===== src/rtl/abro_pkg.sv =====
// rtl/abro_pkg.sv - shared state encoding and A/B drive levels for the ABRO stimulus generator
package abro_pkg;

   typedef enum logic [2:0] {
      IDLE  = 3'd0,
      PH_AB = 3'd1,
      PH_A  = 3'd2,
      PH_B  = 3'd3,
      CHECK = 3'd4
   } state_t;

   localparam logic [1:0] AB_IDLE  = 2'b00;
   localparam logic [1:0] AB_PH_AB = 2'b11;
   localparam logic [1:0] AB_PH_A  = 2'b10;
   localparam logic [1:0] AB_PH_B  = 2'b01;
   localparam logic [1:0] AB_CHECK = 2'b00;

   // {A,B} levels presented to the detector while in a given state
   function automatic logic [1:0] ab_drive(input state_t s);
      case (s)
         PH_AB:   ab_drive = AB_PH_AB;
         PH_A:    ab_drive = AB_PH_A;
         PH_B:    ab_drive = AB_PH_B;
         CHECK:   ab_drive = AB_CHECK;
         default: ab_drive = AB_IDLE;
      endcase
   endfunction

endpackage


===== src/rtl/abro_stimulus_gen_if.sv =====
// rtl/abro_stimulus_gen_if.sv - control/status and detector lines of the ABRO stimulus generator
interface abro_stimulus_gen_if #(
   parameter int HOLD_W = 4,
   parameter int REPS_W = 4
) ();
   logic              start;
   logic              abort;
   logic [HOLD_W-1:0] hold_cycles;
   logic [REPS_W-1:0] reps;
   logic              o_in;
   logic              A;
   logic              B;
   logic              busy;
   logic              done;
   logic [REPS_W-1:0] match_count;
   logic              err;

   modport master (
      output start, abort, hold_cycles, reps, o_in,
      input  A, B, busy, done, match_count, err
   );

   modport slave (
      input  start, abort, hold_cycles, reps, o_in,
      output A, B, busy, done, match_count, err
   );
endinterface


===== src/rtl/abro_phase_timer.sv =====
// rtl/abro_phase_timer.sv - phase length down-counter; expire marks the last cycle of a phase
module abro_phase_timer #(
   parameter int HOLD_W = 4
) (
   input  logic              clk,
   input  logic              reset,
   input  logic              load,
   input  logic [HOLD_W-1:0] load_val,
   output logic              expire
);
   logic [HOLD_W-1:0] cnt_q, cnt_d;

   always_comb begin
      cnt_d = cnt_q;
      if (load) begin
         cnt_d = load_val;
      end else if (cnt_q != '0) begin
         cnt_d = cnt_q - HOLD_W'(1);
      end
   end

   always_ff @(posedge clk) begin
      if (!reset) begin
         cnt_q <= '0;
      end else begin
         cnt_q <= cnt_d;
      end
   end

   assign expire = (cnt_q == HOLD_W'(1));
endmodule


===== src/rtl/abro_stimulus_gen.sv =====
// rtl/abro_stimulus_gen.sv - drives A/B through the ABRO pattern for reps repetitions and scores o_in
module abro_stimulus_gen
   import abro_pkg::*;
#(
   parameter int HOLD_W = 4,
   parameter int REPS_W = 4
) (
   input  logic                 clk,
   input  logic                 reset,
   abro_stimulus_gen_if.slave   bus
);
   state_t            state_q, state_d;
   logic [HOLD_W-1:0] h_q, h_d;
   logic [REPS_W-1:0] rem_q, rem_d;
   logic [REPS_W-1:0] match_q, match_d;
   logic              err_q, err_d;
   logic              done_q, done_d;
   logic [1:0]        ab_q, ab_d;
   logic              load;
   logic [HOLD_W-1:0] load_val;
   logic [HOLD_W-1:0] hold_eff;
   logic              expire;

   assign hold_eff = (bus.hold_cycles == '0) ? HOLD_W'(1) : bus.hold_cycles;

   abro_phase_timer #(.HOLD_W(HOLD_W)) u_timer (
      .clk      (clk),
      .reset    (reset),
      .load     (load),
      .load_val (load_val),
      .expire   (expire)
   );

   always_comb begin
      state_d  = state_q;
      h_d      = h_q;
      rem_d    = rem_q;
      match_d  = match_q;
      err_d    = err_q;
      done_d   = 1'b0;
      load     = 1'b0;
      load_val = h_q;
      case (state_q)
         IDLE: begin
            if (bus.start && (bus.reps != '0)) begin
               state_d  = PH_AB;
               h_d      = hold_eff;
               rem_d    = bus.reps;
               match_d  = '0;
               err_d    = 1'b0;
               load     = 1'b1;
               load_val = hold_eff;
            end
         end
         PH_AB: begin
            if (expire) begin
               state_d = PH_A;
               load    = 1'b1;
            end
         end
         PH_A: begin
            if (expire) begin
               state_d = PH_B;
               load    = 1'b1;
            end
         end
         PH_B: begin
            if (expire) begin
               state_d = CHECK;
            end
         end
         CHECK: begin
            if (bus.o_in) begin
               match_d = match_q + REPS_W'(1);
            end else begin
               err_d = 1'b1;
            end
            rem_d = rem_q - REPS_W'(1);
            if (rem_q == REPS_W'(1)) begin
               state_d = IDLE;
               done_d  = 1'b1;
            end else begin
               state_d = PH_AB;
               load    = 1'b1;
            end
         end
         default: state_d = IDLE;
      endcase
      // abort overrides every transition and freezes the score
      if (bus.abort && (state_q != IDLE)) begin
         state_d = IDLE;
         rem_d   = rem_q;
         match_d = match_q;
         err_d   = err_q;
         done_d  = 1'b0;
         load    = 1'b0;
      end
      ab_d = ab_drive(state_d);
   end

   always_ff @(posedge clk) begin
      if (!reset) begin
         state_q <= IDLE;
         h_q     <= HOLD_W'(1);
         rem_q   <= '0;
         match_q <= '0;
         err_q   <= 1'b0;
         done_q  <= 1'b0;
         ab_q    <= AB_IDLE;
      end else begin
         state_q <= state_d;
         h_q     <= h_d;
         rem_q   <= rem_d;
         match_q <= match_d;
         err_q   <= err_d;
         done_q  <= done_d;
         ab_q    <= ab_d;
      end
   end

   assign bus.A           = ab_q[1];
   assign bus.B           = ab_q[0];
   assign bus.busy        = (state_q != IDLE);
   assign bus.done        = done_q;
   assign bus.match_count = match_q;
   assign bus.err         = err_q;
endmodule


===== src/flat_wrapper.sv =====
// flat-port wrapper written by rule: the top's interface ports become plain ports
module abro_stimulus_gen_flat import abro_pkg::*;
#(
   parameter int HOLD_W = 4,
   parameter int REPS_W = 4
)
  (clk, reset, bus_start, bus_abort, bus_hold_cycles, bus_reps, bus_o_in, bus_A, bus_B, bus_busy, bus_done, bus_match_count, bus_err);
  abro_stimulus_gen_if #(.HOLD_W(HOLD_W), .REPS_W(REPS_W)) bus_i ();
  input  logic clk;
  input  logic reset;
  input wire logic [$bits(bus_i.start)-1:0] bus_start;
  input wire logic [$bits(bus_i.abort)-1:0] bus_abort;
  input wire logic [$bits(bus_i.hold_cycles)-1:0] bus_hold_cycles;
  input wire logic [$bits(bus_i.reps)-1:0] bus_reps;
  input wire logic [$bits(bus_i.o_in)-1:0] bus_o_in;
  output wire logic [$bits(bus_i.A)-1:0] bus_A;
  output wire logic [$bits(bus_i.B)-1:0] bus_B;
  output wire logic [$bits(bus_i.busy)-1:0] bus_busy;
  output wire logic [$bits(bus_i.done)-1:0] bus_done;
  output wire logic [$bits(bus_i.match_count)-1:0] bus_match_count;
  output wire logic [$bits(bus_i.err)-1:0] bus_err;
  assign bus_i.start = bus_start;
  assign bus_i.abort = bus_abort;
  assign bus_i.hold_cycles = bus_hold_cycles;
  assign bus_i.reps = bus_reps;
  assign bus_i.o_in = bus_o_in;
  assign bus_A = bus_i.A;
  assign bus_B = bus_i.B;
  assign bus_busy = bus_i.busy;
  assign bus_done = bus_i.done;
  assign bus_match_count = bus_i.match_count;
  assign bus_err = bus_i.err;
  abro_stimulus_gen #(.HOLD_W(HOLD_W), .REPS_W(REPS_W)) u_core (.clk(clk), .reset(reset), .bus(bus_i));
endmodule

===== config.mk =====
export PLATFORM = sky130hd
export DESIGN_NAME = abro_stimulus_gen_flat
export DESIGN_NICKNAME = d
export VERILOG_FILES = /design/src/rtl/abro_pkg.sv /design/src/rtl/abro_stimulus_gen_if.sv /design/src/rtl/abro_phase_timer.sv /design/src/rtl/abro_stimulus_gen.sv /design/src/flat_wrapper.sv
export SDC_FILE = /design/constraint.sdc
export NUM_CORES = 1
export LEC_CHECK = 0
export ABC_CLOCK_PERIOD_IN_PS = 3200
export CORE_UTILIZATION = 29
export CTS_CLUSTER_SIZE = 28
export DETAILED_ROUTE_END_ITERATION = 8
export GPL_TIMING_DRIVEN = 0
export PLACE_DENSITY = 0.6
export REMOVE_ABC_BUFFERS = 1
export SLEW_MARGIN = 10
export SYNTH_ARGS = -nofsm -noshare
export SYNTH_HDL_FRONTEND = slang
export SYNTH_HIERARCHICAL = 1
export SYNTH_SLANG_ARGS = --single-unit

===== constraint.sdc =====
create_clock -name clk -period 3.2 [get_ports clk]
set_input_delay 0.64 -clock clk [delete_from_list [all_inputs] [get_ports clk]]
set_output_delay 0.64 -clock clk [all_outputs]
set_load 0.02 [all_outputs]

# Word level (Yosys, flattened, before mapping)
# Index checks and enable logic that the tools add are counted.
dict set report totals {
  ff_bits 23
}
dict set report classes {
  reduce_logical 14
  n_addsub 3
  n_bitwise 3
  mux 27
  eq_ne 12
}
# cell n
set op_table {}
lappend op_table {{$mux W4} 8}
lappend op_table {{$pmux W4 S2} 2}
lappend op_table {{$mux W3} 5}
lappend op_table {{$pmux W3 S5} 1}
lappend op_table {{$eq A3 B2 Y1 const B} 4}
lappend op_table {{$eq A4 B1 Y1 const B} 2}
lappend op_table {{$mux W1} 8}
lappend op_table {{$reduce_and A4 Y1} 2}
lappend op_table {{$reduce_bool A4 Y1} 2}
lappend op_table {{$sub A4 B1 Y4 const B} 2}
lappend op_table {{$eq A3 B1 Y1 const B} 2}
lappend op_table {{$pmux W2 S3} 1}
lappend op_table {{$add A4 B1 Y4 const B} 1}
lappend op_table {{$logic_not A4 Y1} 1}
lappend op_table {{$ne A2 B2 Y1 const B} 2}
lappend op_table {{$reduce_bool A2 Y1} 2}
lappend op_table {{$eq A3 B3 Y1 const B} 1}
lappend op_table {{$logic_not A3 Y1} 1}
lappend op_table {{$not A1 Y1} 3}
lappend op_table {{$pmux W1 S3} 1}
lappend op_table {{$reduce_and A3 Y1} 1}
lappend op_table {{$reduce_bool A3 Y1} 1}
lappend op_table {{$reduce_or A3 Y1} 1}
lappend op_table {{$logic_and A1 B1 Y1} 2}
lappend op_table {{other kinds (3)} 3}

# Longest topological paths before layout
# Gate-level depths: netlist (run 1).
dict set report depth {
  ltp_word 7
  mapped_depth 9
  depth_no_buf 9
}

# Hierarchy
# The synthesis (run 1) kept the hierarchy.
# module instances cells_each area_per_inst_um2
set by_module_without_submodules {}
lappend by_module_without_submodules {abro_stimulus_gen 1 111 1012.2}
lappend by_module_without_submodules {abro_phase_timer 1 27 251.5}

# Worst setup path after synthesis (run 1)
# OpenSTA, ideal clock, no wires.
dict set report synth_timing {
  path_type {input to register}
  start {input port bus_reps[1]}
  end {register u_core.u_timer.cnt_q[2]}
  setup_slack_ns 1.044
  path_stages 7
  required_time_ns 3.085
  t_arrival_ns 2.041
  cell_sequence {or4_1 buf_2 nand2_2 mux2_2 nand2_1 o31ai_1 and2_1}
}
dict set report synth_between {
  elab_chain_len 6
}
# element line
set synth_rtl {}
lappend synth_rtl {{start, declared} flat_wrapper.sv:14} ;# input wire logic [$bits(bus_i.reps)-1:0] bus_reps;
lappend synth_rtl {{$reduce_bool A4 Y1 (*)} abro_stimulus_gen.sv:45} ;# if (bus.start && (bus.reps != '0)) begin
lappend synth_rtl {{$logic_and A1 B1 Y1 (*)} abro_stimulus_gen.sv:45}
lappend synth_rtl {{$mux W1} abro_stimulus_gen.sv:45}
lappend synth_rtl {{$pmux W1 S3} abro_stimulus_gen.sv:43} ;# case (state_q)
lappend synth_rtl {{$mux W1} abro_stimulus_gen.sv:90} ;# if (bus.abort && (state_q != IDLE)) begin
lappend synth_rtl {{$mux W4 or $reduce_bool A2 Y1 (tied branches)} -}
lappend synth_rtl {{end signal, assigned} abro_phase_timer.sv:26} ;# cnt_q <= cnt_d;
lappend synth_rtl {{end, declared} abro_phase_timer.sv:11} ;# logic [HOLD_W-1:0] cnt_q, cnt_d;
# Mark *: on every way between the ends. The rest lies on a longest branch, timed or not.
# A chain may end at the register's enable or synchronous reset.

# Worst setup path after layout (run 1)
dict set report layout_timing {
  start {input port bus_reps[0]}
  end {register u_core.u_timer.cnt_q[0]}
}
dict set report layout_between {
  elab_chain_len 6
}
# element line
set layout_rtl {}
lappend layout_rtl {{$reduce_bool A4 Y1 (*)} abro_stimulus_gen.sv:45}
lappend layout_rtl {{$logic_and A1 B1 Y1 (*)} abro_stimulus_gen.sv:45}
lappend layout_rtl {{$mux W1 (*)} abro_stimulus_gen.sv:45}
lappend layout_rtl {{$pmux W1 S3 (*)} abro_stimulus_gen.sv:43}
lappend layout_rtl {{$mux W1 (*)} abro_stimulus_gen.sv:90}
lappend layout_rtl {{named net u_core.load} abro_stimulus_gen.sv:19} ;# logic load;
lappend layout_rtl {{$mux W4 or $reduce_bool A2 Y1 (tied branches)} -}
# The timed path passes the listed nets; every way through them passes the cells marked *.

==> impl_metrics.json, run 1 <==
{
  "synth_edf_count": 0,
  "synth_top_area_share_pct": 36.4,
  "vias": 1034,
  "worstPathCellList": "clkdlybuf4s50_1 > or4_1 > nand2_2 > o21ai_0 > nand2b_1 > o21ai_0",
  "fin_tns_setup_ps": 0,
  "path_clk_slew_ps": 80,
  "hold_class": "flip-flop to flip-flop",
  "place_inst": 204,
  "relSlewSlack_pct": 55.3,
  "worstPathRequired_ps": 3380,
  "crit_type": "primary input to flip-flop",
  "drive_gt1_share_pct": 10.8,
  "async_flop_share_pct": 0,
  "rows": 23,
  "cts_resized": 0,
  "synth_common_cells": "23 x dfxtp_1, 10 x nand2_1, 8 x a21oi_1, 8 x o21ai_0",
  "fin_skew_ps": 5.63,
  "synth-seq-cells": 23,
  "cts_setup_buffers": 0,
  "synth_cell_types": 42,
  "cts_tree": "built",
  "grt_overflow_total": 0,
  "grt_pass1_vias": 973,
  "dieHeight_um": 68.0,
  "r2r_cells": 6,
  "rsz0062_at_grt": "no",
  "io_pins": 22,
  "die-area_sq_um": 4630,
  "startpoint_type": "primary input",
  "regToRegSetupSlack_ps": 790,
  "cts-root-buf": "clkbuf_8",
  "drc": 0,
  "end_kind": "flip-flop",
  "numCtsBuffers": 3,
  "cts_buffer_depth": 2,
  "place_area_sq_um": 1510,
  "irDropWorstVdd_mv": 0.341,
  "firstDrtPassIters": 4,
  "finalSetupViolations": 0,
  "area_growth_pct": 22.8,
  "insertion_delay_ps": 260,
  "cap_violations": 0,
  "drv_slew": 0,
  "ctsHoldBuffers": 0,
  "die_w_um": 68.0,
  "fin_crit_ps": 2490,
  "wl_per_cell_um": 12.4,
  "crit_path_end": "u_core/u_timer/cnt_q[0]$_SDFFE_PN0P_",
  "syn_area_sq_um": 1260,
  "grt_max_degree": 16,
  "rr_endpoint": "u_core/u_timer/cnt_q[2]$_SDFFE_PN0P_",
  "finalPower_w": 0.000859,
  "cpMostUsedCell": "o21ai_0",
  "critPathLaunch": "bus_reps[0]",
  "power.leakage_nw": 0.550,
  "dp_hpwl_um": 1930,
  "tightest_slew_ps": 664,
  "fin_area_sq_um": 1550,
  "antenna_found_initial": 0,
  "start_util_pct": 30.9,
  "cts_max_level": 1,
  "synth_area_leaders": "dfxtp_1 36%, ha_1 5.9%, mux2_2 4.5%",
  "ys_seq_area_share_pct": 36.4,
  "fmax_ghz": 0.401,
  "hold_viol": 0,
  "yosys.cell_count.top_type": "dfxtp_1",
  "period_share_pct": 78.0,
  "avgSynthCellArea_sq_um": 9.16,
  "drtIter0Drc": 39,
  "fin_cells": 208,
  "yosysTopAreaCell": "dfxtp_1",
  "cp_max_fo": 8,
  "outcome": "finished, final reports clean",
  "slowest_stage": "or4_1",
  "wl_um": 2570,
  "power_density_nw_per_um2": 553,
  "final_nets": 178,
  "synth_warnings": 6,
  "grt_use_total_pct": 12.1,
  "fin_util_pct": 38.0,
  "grt_pass1_wl_um": 4250,
  "gp_congestion": 0.821,
  "antenna-diode-count": 0,
  "final_antenna_net_count": 0,
  "io_buffers": 21,
  "clock_sinks": 23,
  "slowest_delay_ps": 660,
  "syn_inst": 138,
  "yosys_most_used_dff": "dfxtp_1",
  "arrival_ps": 2680,
  "r2r-start": "u_core/state_q[1]$_SDFF_PN0_",
  "core-area_sq_um": 4090,
  "vias_per_cell": 4.97
}
==> state kept, by name, indices dropped and copies added, names as in the netlist <==
register	count
u_core/rem_q	4
u_core/ab_q	2
u_core/u_timer/cnt_q	4
u_core/bus.err	1
u_core/h_q	4
u_core/bus.done	1
u_core/bus.match_count	4
u_core/state_q	3
==> power by group <==
group	leakage (nW)	switching, W	internal (W)
clock network	0.0228	0.0000907	0.0000888
logic	0.338	0.000153	0.000156
registers	0.188	0.0000423	0.000328
total	0.550	0.000285	0.000573
==> worst min-delay path by stage <==
stage | startpoint | endpoint | slack, ps | cells past startpoint
after floorplan | u_core/rem_q[3]$_SDFFE_PN0P_ | u_core/rem_q[3]$_SDFFE_PN0P_ | 430 | 2
after global placement | u_core/rem_q[3]$_SDFFE_PN0P_ | u_core/rem_q[3]$_SDFFE_PN0P_ | 450 | 2
after detailed placement | u_core/h_q[0]$_SDFF_PN1_ | u_core/h_q[0]$_SDFF_PN1_ | 470 | 2
after CTS | u_core/h_q[0]$_SDFF_PN1_ | u_core/h_q[0]$_SDFF_PN1_ | 490 | 2
after global routing | u_core/h_q[0]$_SDFF_PN1_ | u_core/h_q[0]$_SDFF_PN1_ | 510 | 2
final | u_core/h_q[0]$_SDFF_PN1_ | u_core/h_q[0]$_SDFF_PN1_ | 490 | 2
==> logic make-up (layout without fill, tap and decap cells) <==
kind of cell	count (synthesis)	after routing	synth area share (%)
xor gates and xnor gates	4	4	2.77
muxes	6	6	5.25
DFF	23	23	36.4
AOI/OAI and AO/OA	36	36	20.5
adders and majority gates	6	6	5.94
and+or+nand+nor	51	51	24.7
buffers and inverters	12	32	4.46
==> worst max-delay path: cells and delay by family <==
family	cells	cell delay (ps)
buffers and inverters	1	440
AOI/OAI and AO/OA	2	470
and+or+nand+nor	3	1120
==> cell usage in the layout (no fill, tap or decap), drive strengths merged, types with 2 or more instances in the layout <==
cell type / synthesis / final
o31ai: 3 / 3
dfxtp: 23 / 23
ha: 6 / 6
or3: 6 / 6
a211oi: 4 / 4
nand2: 11 / 11
nor3b: 3 / 3
a22oi: 2 / 2
xnor2: 2 / 2
nand2b: 3 / 3
or4: 2 / 2
clkbuf: 1 / 4
nor4b: 2 / 2
nor2: 7 / 7
inv: 7 / 7
clkdlybuf4s50: 0 / 21
and2: 4 / 4
mux2: 5 / 5
o21ai: 8 / 8
a21oi: 9 / 9
xor2: 2 / 2
nor3: 6 / 6
nand3: 3 / 3
o211ai: 2 / 2
==> cell type report <==
cell class	count	area, sq um
Tap cell	50	62.6
Timing Repair Buffer	21	210
Clock buffer	4	45.0
Inverter	7	26.3
Multi-Input combinational cell	103	747
Fill cell	426	2530
Sequential cell	23	460
==> per-layer routing <==
metal / part of all wire [%] / vias to the layer above / routed length, um / track usage, %
li1: - / 538 / - / -
met1: 49 / 478 / 1260 / 15.5
met2: 46 / 16 / 1190 / 19.6
met3: 4.4 / 2 / 112 / 4.00
met4: 0.39 / 0 / 10 / 2.34
met5: 0 / - / 0 / 0
==> per-stage QoR <==
stage	hold slack, ps	setup WS (ps)
after global routing	512	563
after detailed placement	470	425
final	487	705
after floorplan	433	1010
after global placement	446	434
after CTS	489	683
Power figures use the tool's default switching activity.
==> run 2, diff against run 1 <==
--- a/config.mk
+++ b/config.mk
@@ -5,7 +5,7 @@
 export SDC_FILE = /design/constraint.sdc
 export NUM_CORES = 1
 export LEC_CHECK = 0
-export ABC_CLOCK_PERIOD_IN_PS = 3200
+export ABC_CLOCK_PERIOD_IN_PS = 2400
 export CORE_UTILIZATION = 29
 export CTS_CLUSTER_SIZE = 28
 export DETAILED_ROUTE_END_ITERATION = 8
==> constraint.sdc (replaced) <==
create_clock -name clk -period 2.4 [get_ports clk]
set_input_delay 0.48 -clock clk [delete_from_list [all_inputs] [get_ports clk]]
set_output_delay 0.48 -clock clk [all_outputs]
set_load 0.02 [all_outputs]
==> run 2 against run 1 <==
Core utilization rose by 0.12 points. Register-to-register slack got worse by 580 ps. Power grew 34%. First-iteration DRC count increased by 2.6%. Design area rose by 0.32%. Sequential power increased by 34%. Worst setup slack lost 600 ps. Clock-buffer cell count did not move. Die area is the same. Routed wire length down 0.62%. Non-clock buffer count did not move. Sequential share of layout area decreased by 0.095 points. Critical endpoint is now u_core/u_timer/cnt_q[2]$_SDFFE_PN0P_.
==> impl_metrics.json, run 2 (synthesis results as in run 1) <==
{
  "relSlewSlack_pct": 58.6,
  "path_clk_slew_ps": 80,
  "final_antenna_net_count": 0,
  "firstDrtPassIters": 4,
  "cts_max_level": 1,
  "finalSetupViolations": 0,
  "power_density_nw_per_um2": 738,
  "final_cell_mix": "23 x dfxtp_1, 21 x clkdlybuf4s50_1, 10 x nand2_1, 8 x a21oi_1",
  "slowest_delay_ps": 660,
  "area_growth_pct": 23.2,
  "fin_cells": 208,
  "wl_um": 2560,
  "cts_buffer_depth": 2,
  "io_buffers": 21,
  "die_w_um": 68.0,
  "cp_max_fo": 8,
  "antenna-diode-count": 0,
  "drtIter0Drc": 40,
  "slowest_stage": "or4_1",
  "die-area_sq_um": 4630,
  "dp_hpwl_um": 1930,
  "hold_viol": 0,
  "vias": 1032,
  "arrival_ps": 2450,
  "vias_per_cell": 4.96,
  "startpoint_type": "primary input",
  "fin_crit_ps": 2290,
  "drv_slew": 0,
  "gp_congestion": 0.821,
  "irDropWorstVdd_mv": 0.458,
  "final_common_cell": "dfxtp_1",
  "final_nets": 178,
  "rsz0062_at_grt": "no",
  "drive_gt1_share_pct": 11.4,
  "power.leakage_nw": 0.553,
  "hold_class": "flip-flop to flip-flop",
  "antenna_found_initial": 0,
  "grt_pass1_wl_um": 4250,
  "dp_slack_ps": -215,
  "clock_sinks": 23,
  "drc": 0,
  "rows": 23,
  "grt_pass1_vias": 973,
  "fin_area_sq_um": 1560,
  "insertion_delay_ps": 260,
  "setup_slack_ps": 109,
  "cap_violations": 0,
  "fillers": 426,
  "dieHeight_um": 68.0,
  "crit_type": "primary input to flip-flop",
  "fmax_ghz": 0.436,
  "place_inst": 204,
  "io_pins": 22,
  "ctsHoldBuffers": 0,
  "grt_overflow_total": 0,
  "wl_per_cell_um": 12.3,
  "start_util_pct": 30.9,
  "worstPathRequired_ps": 2560,
  "grt_max_degree": 16,
  "cts_tree": "built",
  "end_kind": "flip-flop",
  "outcome": "finished, final reports clean",
  "period_share_pct": 95.5,
  "fin_skew_ps": 5.66,
  "worstPathCellList": "clkdlybuf4s50_1 > or4_1 > nand2_2 > mux2_2 > nand2_1 > o31ai_1 > and2_1",
  "place_area_sq_um": 1510,
  "cts-root-buf": "clkbuf_8",
  "grt_use_total_pct": 12.1,
  "tightest_slew_ps": 620,
  "fin_util_pct": 38.1,
  "cts_setup_buffers": 0,
  "core-area_sq_um": 4090,
  "numCtsBuffers": 3
}
## run 2: changes by cell type in the layout (fill, tap and decap cells not counted)
| cell | delta |
|---|---|
| nor3b_2 | +1 |
| nor3b_1 | -1 |
| o21ai_0 | -1 |
| o21ai_1 | +1 |
## run 2: routing by layer
| layer | wire length [um] | global-route usage [%] | vias up | part of all wire, % |
|---|---|---|---|---|
| met5 | 0 | 0 | - | 0 |
| met4 | 10 | 2.34 | 0 | 0.39 |
| met3 | 107 | 4.00 | 2 | 4.2 |
| met1 | 1240 | 15.5 | 479 | 49 |
| li1 | - | - | 537 | - |
| met2 | 1190 | 19.6 | 14 | 47 |
## run 2: worst paths after layout
| kind | startpoint | to | slack (ps) | cells after the start |
|---|---|---|---|---|
| max | bus_reps[0] | u_core/u_timer/cnt_q[2]$_SDFFE_PN0P_ | 110 | 7 |
| min | u_core/h_q[0]$_SDFF_PN1_ | u_core/h_q[0]$_SDFF_PN1_ | 490 | 2 |
| max reg2reg | u_core/state_q[1]$_SDFF_PN0_ | u_core/u_timer/cnt_q[2]$_SDFFE_PN0P_ | 210 | 6 |
| min reg2reg | u_core/h_q[0]$_SDFF_PN1_ | u_core/h_q[0]$_SDFF_PN1_ | 490 | 2 |
## run 2: cell type report
type                       count  area [sq um]  area share [%]
clock buffer                   4          45.0            2.89
sequential                    23           460            29.6
multi-input combinational    103           752            48.3
timing repair buffer          21           210            13.5
inverter                       7          26.3            1.69
tap                           50          62.6            4.02
## run 2: repair_timing
item                       in CTS  in global routing
setup endpoints to repair       1                  1
hold endpoints to repair        0                  0
pin swaps                       0                  0
resized for setup               1                  1
## run 2: through the flow
step	hold slack [ps]	setup TNS, ps	power (W)
3_3_place_gp	446	-896	0.000894
5_1_grt	512	0	0.00124
2_1_floorplan	433	0	0.000797
3_5_place_dp	470	-933	0.000913
4_1_cts	489	0	0.00116
6_report	487	0	0.00115
## run 2: critical path: cells and delay by family
family,cells,cell delay [ps]
simple gates,4,1100
buf+inv,1,440
mux,1,360
compound gates,1,70
## run 2: power by group
group / total [W] / switching, W / internal (W)
Clock: 0.000239 / 0.000121 / 0.000118
Sequential: 0.000495 / 0.0000579 / 0.000437
Combinational: 0.000414 / 0.000203 / 0.000211
==> run 3, diff against run 2 <==
--- a/config.mk
+++ b/config.mk
@@ -5,7 +5,9 @@
 export SDC_FILE = /design/constraint.sdc
 export NUM_CORES = 1
 export LEC_CHECK = 0
+export ABC_AREA = 1
 export ABC_CLOCK_PERIOD_IN_PS = 2400
+export CAP_MARGIN = 30
 export CORE_UTILIZATION = 29
 export CTS_CLUSTER_SIZE = 28
 export DETAILED_ROUTE_END_ITERATION = 8
@@ -17,3 +19,4 @@
 export SYNTH_HDL_FRONTEND = slang
 export SYNTH_HIERARCHICAL = 1
 export SYNTH_SLANG_ARGS = --single-unit
+export TNS_END_PERCENT = 5
==> run 3 against run 2 <==
Sequential power up 0.8%. Core utilization down 0.73 points. Sequential cell count unchanged. Largest cell class unchanged. Worst hold slack worse by 12 ps. Via count up 18%. Combinational power up 20%.
==> impl_metrics.json, run 3 <==
{
  "outcome": "finished, final reports clean",
  "wl_per_cell_um": 10.2,
  "seq_area_sq_um": 460,
  "path_clk_slew_ps": 80,
  "cts_resized": 0,
  "cts_max_level": 1,
  "core-area_sq_um": 4380,
  "synth_edf_count": 0,
  "synth_top_area_share_pct": 34.7,
  "grt_overflow_total": 0,
  "dp_slack_ps": 158,
  "r2r_cells": 9,
  "vias": 1213,
  "setup_slack_ps": 293,
  "area_growth_pct": 23.4,
  "wl_um": 2670,
  "power_density_nw_per_um2": 755,
  "synth_cell_types": 32,
  "crit_type": "flip-flop to flip-flop",
  "rr_endpoint": "u_core/u_timer/cnt_q[3]$_SDFFE_PN0P_",
  "fin_hold_ws_ps": 475,
  "dieHeight_um": 69.7,
  "final_cell_mix": "34 x nand2_1, 23 x inv_1, 23 x dfxtp_1, 21 x clkdlybuf4s50_1, 21 x nor2_1",
  "cts-root-buf": "clkbuf_8",
  "ctsHoldBuffers": 0,
  "die_w_um": 69.7,
  "gp_congestion": 0.756,
  "final_nets": 231,
  "synth_area_leaders": "dfxtp_1 35%, nand2_1 9.6%, inv_1 6.5%",
  "tightest_slew_ps": 458,
  "syn_inst": 188,
  "die-area_sq_um": 4850,
  "final_antenna_net_count": 0,
  "startpoint_type": "flip-flop",
  "synth_warnings": 6,
  "start_util_pct": 30.3,
  "cts_tree": "built",
  "numCtsBuffers": 3,
  "yosys_most_used_dff": "dfxtp_1",
  "cts_setup_buffers": 0,
  "grt_max_degree": 15,
  "fillers": 479,
  "fin_tns_setup_ps": 0,
  "cap_violations": 0,
  "r2r-start": "u_core/u_timer/cnt_q[1]$_SDFFE_PN0P_",
  "slowest_stage": "nor3b_1",
  "hold_depth": 1,
  "relSlewSlack_pct": 69.4,
  "antenna_found_initial": 0,
  "io_pins": 22,
  "arrival_ps": 2270,
  "antenna-diode-count": 0,
  "firstDrtPassIters": 4,
  "hold_viol": 0,
  "yosysTopAreaCell": "dfxtp_1",
  "fin_util_pct": 37.4,
  "hold_class": "flip-flop to flip-flop",
  "vias_per_cell": 4.61,
  "crit_buf_inv": 2,
  "cts_buffer_depth": 2,
  "avgSynthCellArea_sq_um": 7.06,
  "drtIter0Drc": 52,
  "synth_common_cells": "34 x nand2_1, 23 x dfxtp_1, 23 x inv_1",
  "fin_crit_ps": 2110,
  "syn_area_sq_um": 1330,
  "worstPathCellList": "inv_1 > ha_1 > nor3b_1 > nand3_1 > a31oi_1 > inv_2 > or2_0 > nand3_1 > nor2_1",
  "grt_use_total_pct": 12.1,
  "io_buffers": 21,
  "end_kind": "flip-flop",
  "fin_cells": 263,
  "dp_hpwl_um": 2060,
  "rsz0062_at_grt": "no",
  "rows": 24,
  "fin_skew_ps": 1.99,
  "drc": 0,
  "worstPathRequired_ps": 2560,
  "place_inst": 259,
  "grt_pass1_vias": 1086,
  "clock_sinks": 23,
  "final_common_cell": "nand2_1",
  "period_share_pct": 87.8,
  "power.leakage_nw": 0.718,
  "hold_end": "u_core/bus.err$_SDFFE_PN0P_",
  "drive_gt1_share_pct": 11.4,
  "fmax_ghz": 0.475,
  "hp-start": "u_core/bus.err$_SDFFE_PN0P_",
  "synth-seq-cells": 23,
  "regToRegSetupSlack_ps": 290,
  "multi_input_area_sq_um": 744,
  "cp_max_fo": 7,
  "grt_pass1_wl_um": 4740,
  "finalSetupViolations": 0,
  "drv_slew": 0,
  "async_flop_share_pct": 0,
  "ys_seq_area_share_pct": 34.7,
  "yosys.cell_count.top_type": "nand2_1",
  "insertion_delay_ps": 260,
  "cpMostUsedCell": "nand3_1",
  "slowest_delay_ps": 400,
  "cpLargestDelayFamily": "simple AND/OR/NAND/NOR gates",
  "irDropWorstVdd_mv": 0.260
}
[run 3: cell types whose count changed after synthesis, moves of 9 or more]
cell | before | now
nand3_1 | 3 | 14
a21oi_1 | 8 | 17
nor2_1 | 7 | 21
inv_1 | 7 | 23
nand2_1 | 10 | 34
[run 3: how the worst max path moves through the flow]
stage,slack [ps],cells past startpoint,end,startpoint
floorplan,590,9,u_core/u_timer/cnt_q[3]$_SDFFE_PN0P_,u_core/u_timer/cnt_q[1]$_SDFFE_PN0P_
finish,290,9,u_core/u_timer/cnt_q[3]$_SDFFE_PN0P_,u_core/u_timer/cnt_q[1]$_SDFFE_PN0P_
global placement,180,9,u_core/u_timer/cnt_q[3]$_SDFFE_PN0P_,bus_reps[3]
detailed placement,160,9,u_core/u_timer/cnt_q[3]$_SDFFE_PN0P_,bus_reps[3]
CTS,250,9,u_core/u_timer/cnt_q[3]$_SDFFE_PN0P_,u_core/u_timer/cnt_q[1]$_SDFFE_PN0P_
global route,80,9,u_core/u_timer/cnt_q[3]$_SDFFE_PN0P_,u_core/u_timer/cnt_q[1]$_SDFFE_PN0P_
[run 3: kinds of logic (layout without fill, tap and decap cells)]
| logic type | after synthesis | after routing | synth area share, % |
|---|---|---|---|
| AND/OR/NAND/NOR | 93 | 93 | 35.7 |
| AO/OA/AOI/OAI | 32 | 32 | 12.6 |
| buffers and inverters | 31 | 54 | 9.24 |
| flip-flops | 23 | 23 | 34.7 |
| adder cells (fa/ha/maj) | 6 | 6 | 5.65 |
| XOR/XNOR | 2 | 2 | 1.32 |
| multiplexers | 1 | 1 | 0.754 |
[run 3: layout make-up]
| class | instances | share of cell area, % |
|---|---|---|
| Clock inverter | 1 | 0.306 |
| Inverter | 29 | 6.80 |
| Timing Repair Buffer | 21 | 12.8 |
| Clock buffer | 3 | 2.52 |
| Tap cell | 52 | 3.97 |
| Multi-Input combinational cell | 134 | 45.5 |
| Sequential cell | 23 | 28.1 |
[run 3: routing by layer]
layer	up-vias	part of all wire, %	GRT usage [%]
met5	-	0	0
met2	13	46	19.8
met1	540	50	15.9
met4	0	0.67	2.67
li1	656	-	-
met3	4	2.9	3.05
[run 3: power by group]
| group | switching (W) | total [W] | leakage, nW | internal [W] |
|---|---|---|---|---|
| Clock | 0.000127 | 0.000243 | 0.0255 | 0.000116 |
| Sequential | 0.0000524 | 0.000499 | 0.189 | 0.000447 |
| Combinational | 0.000298 | 0.000495 | 0.504 | 0.000197 |
[run 3: through the flow]
stage / power [W] / area [sq um]
final: 0.00124 / 1640
after global routing: 0.00136 / 1640
after detailed placement: 0.00101 / 1590
after floorplan: 0.000878 / 1320
after global placement: 0.00100 / 1590
after CTS: 0.00126 / 1640
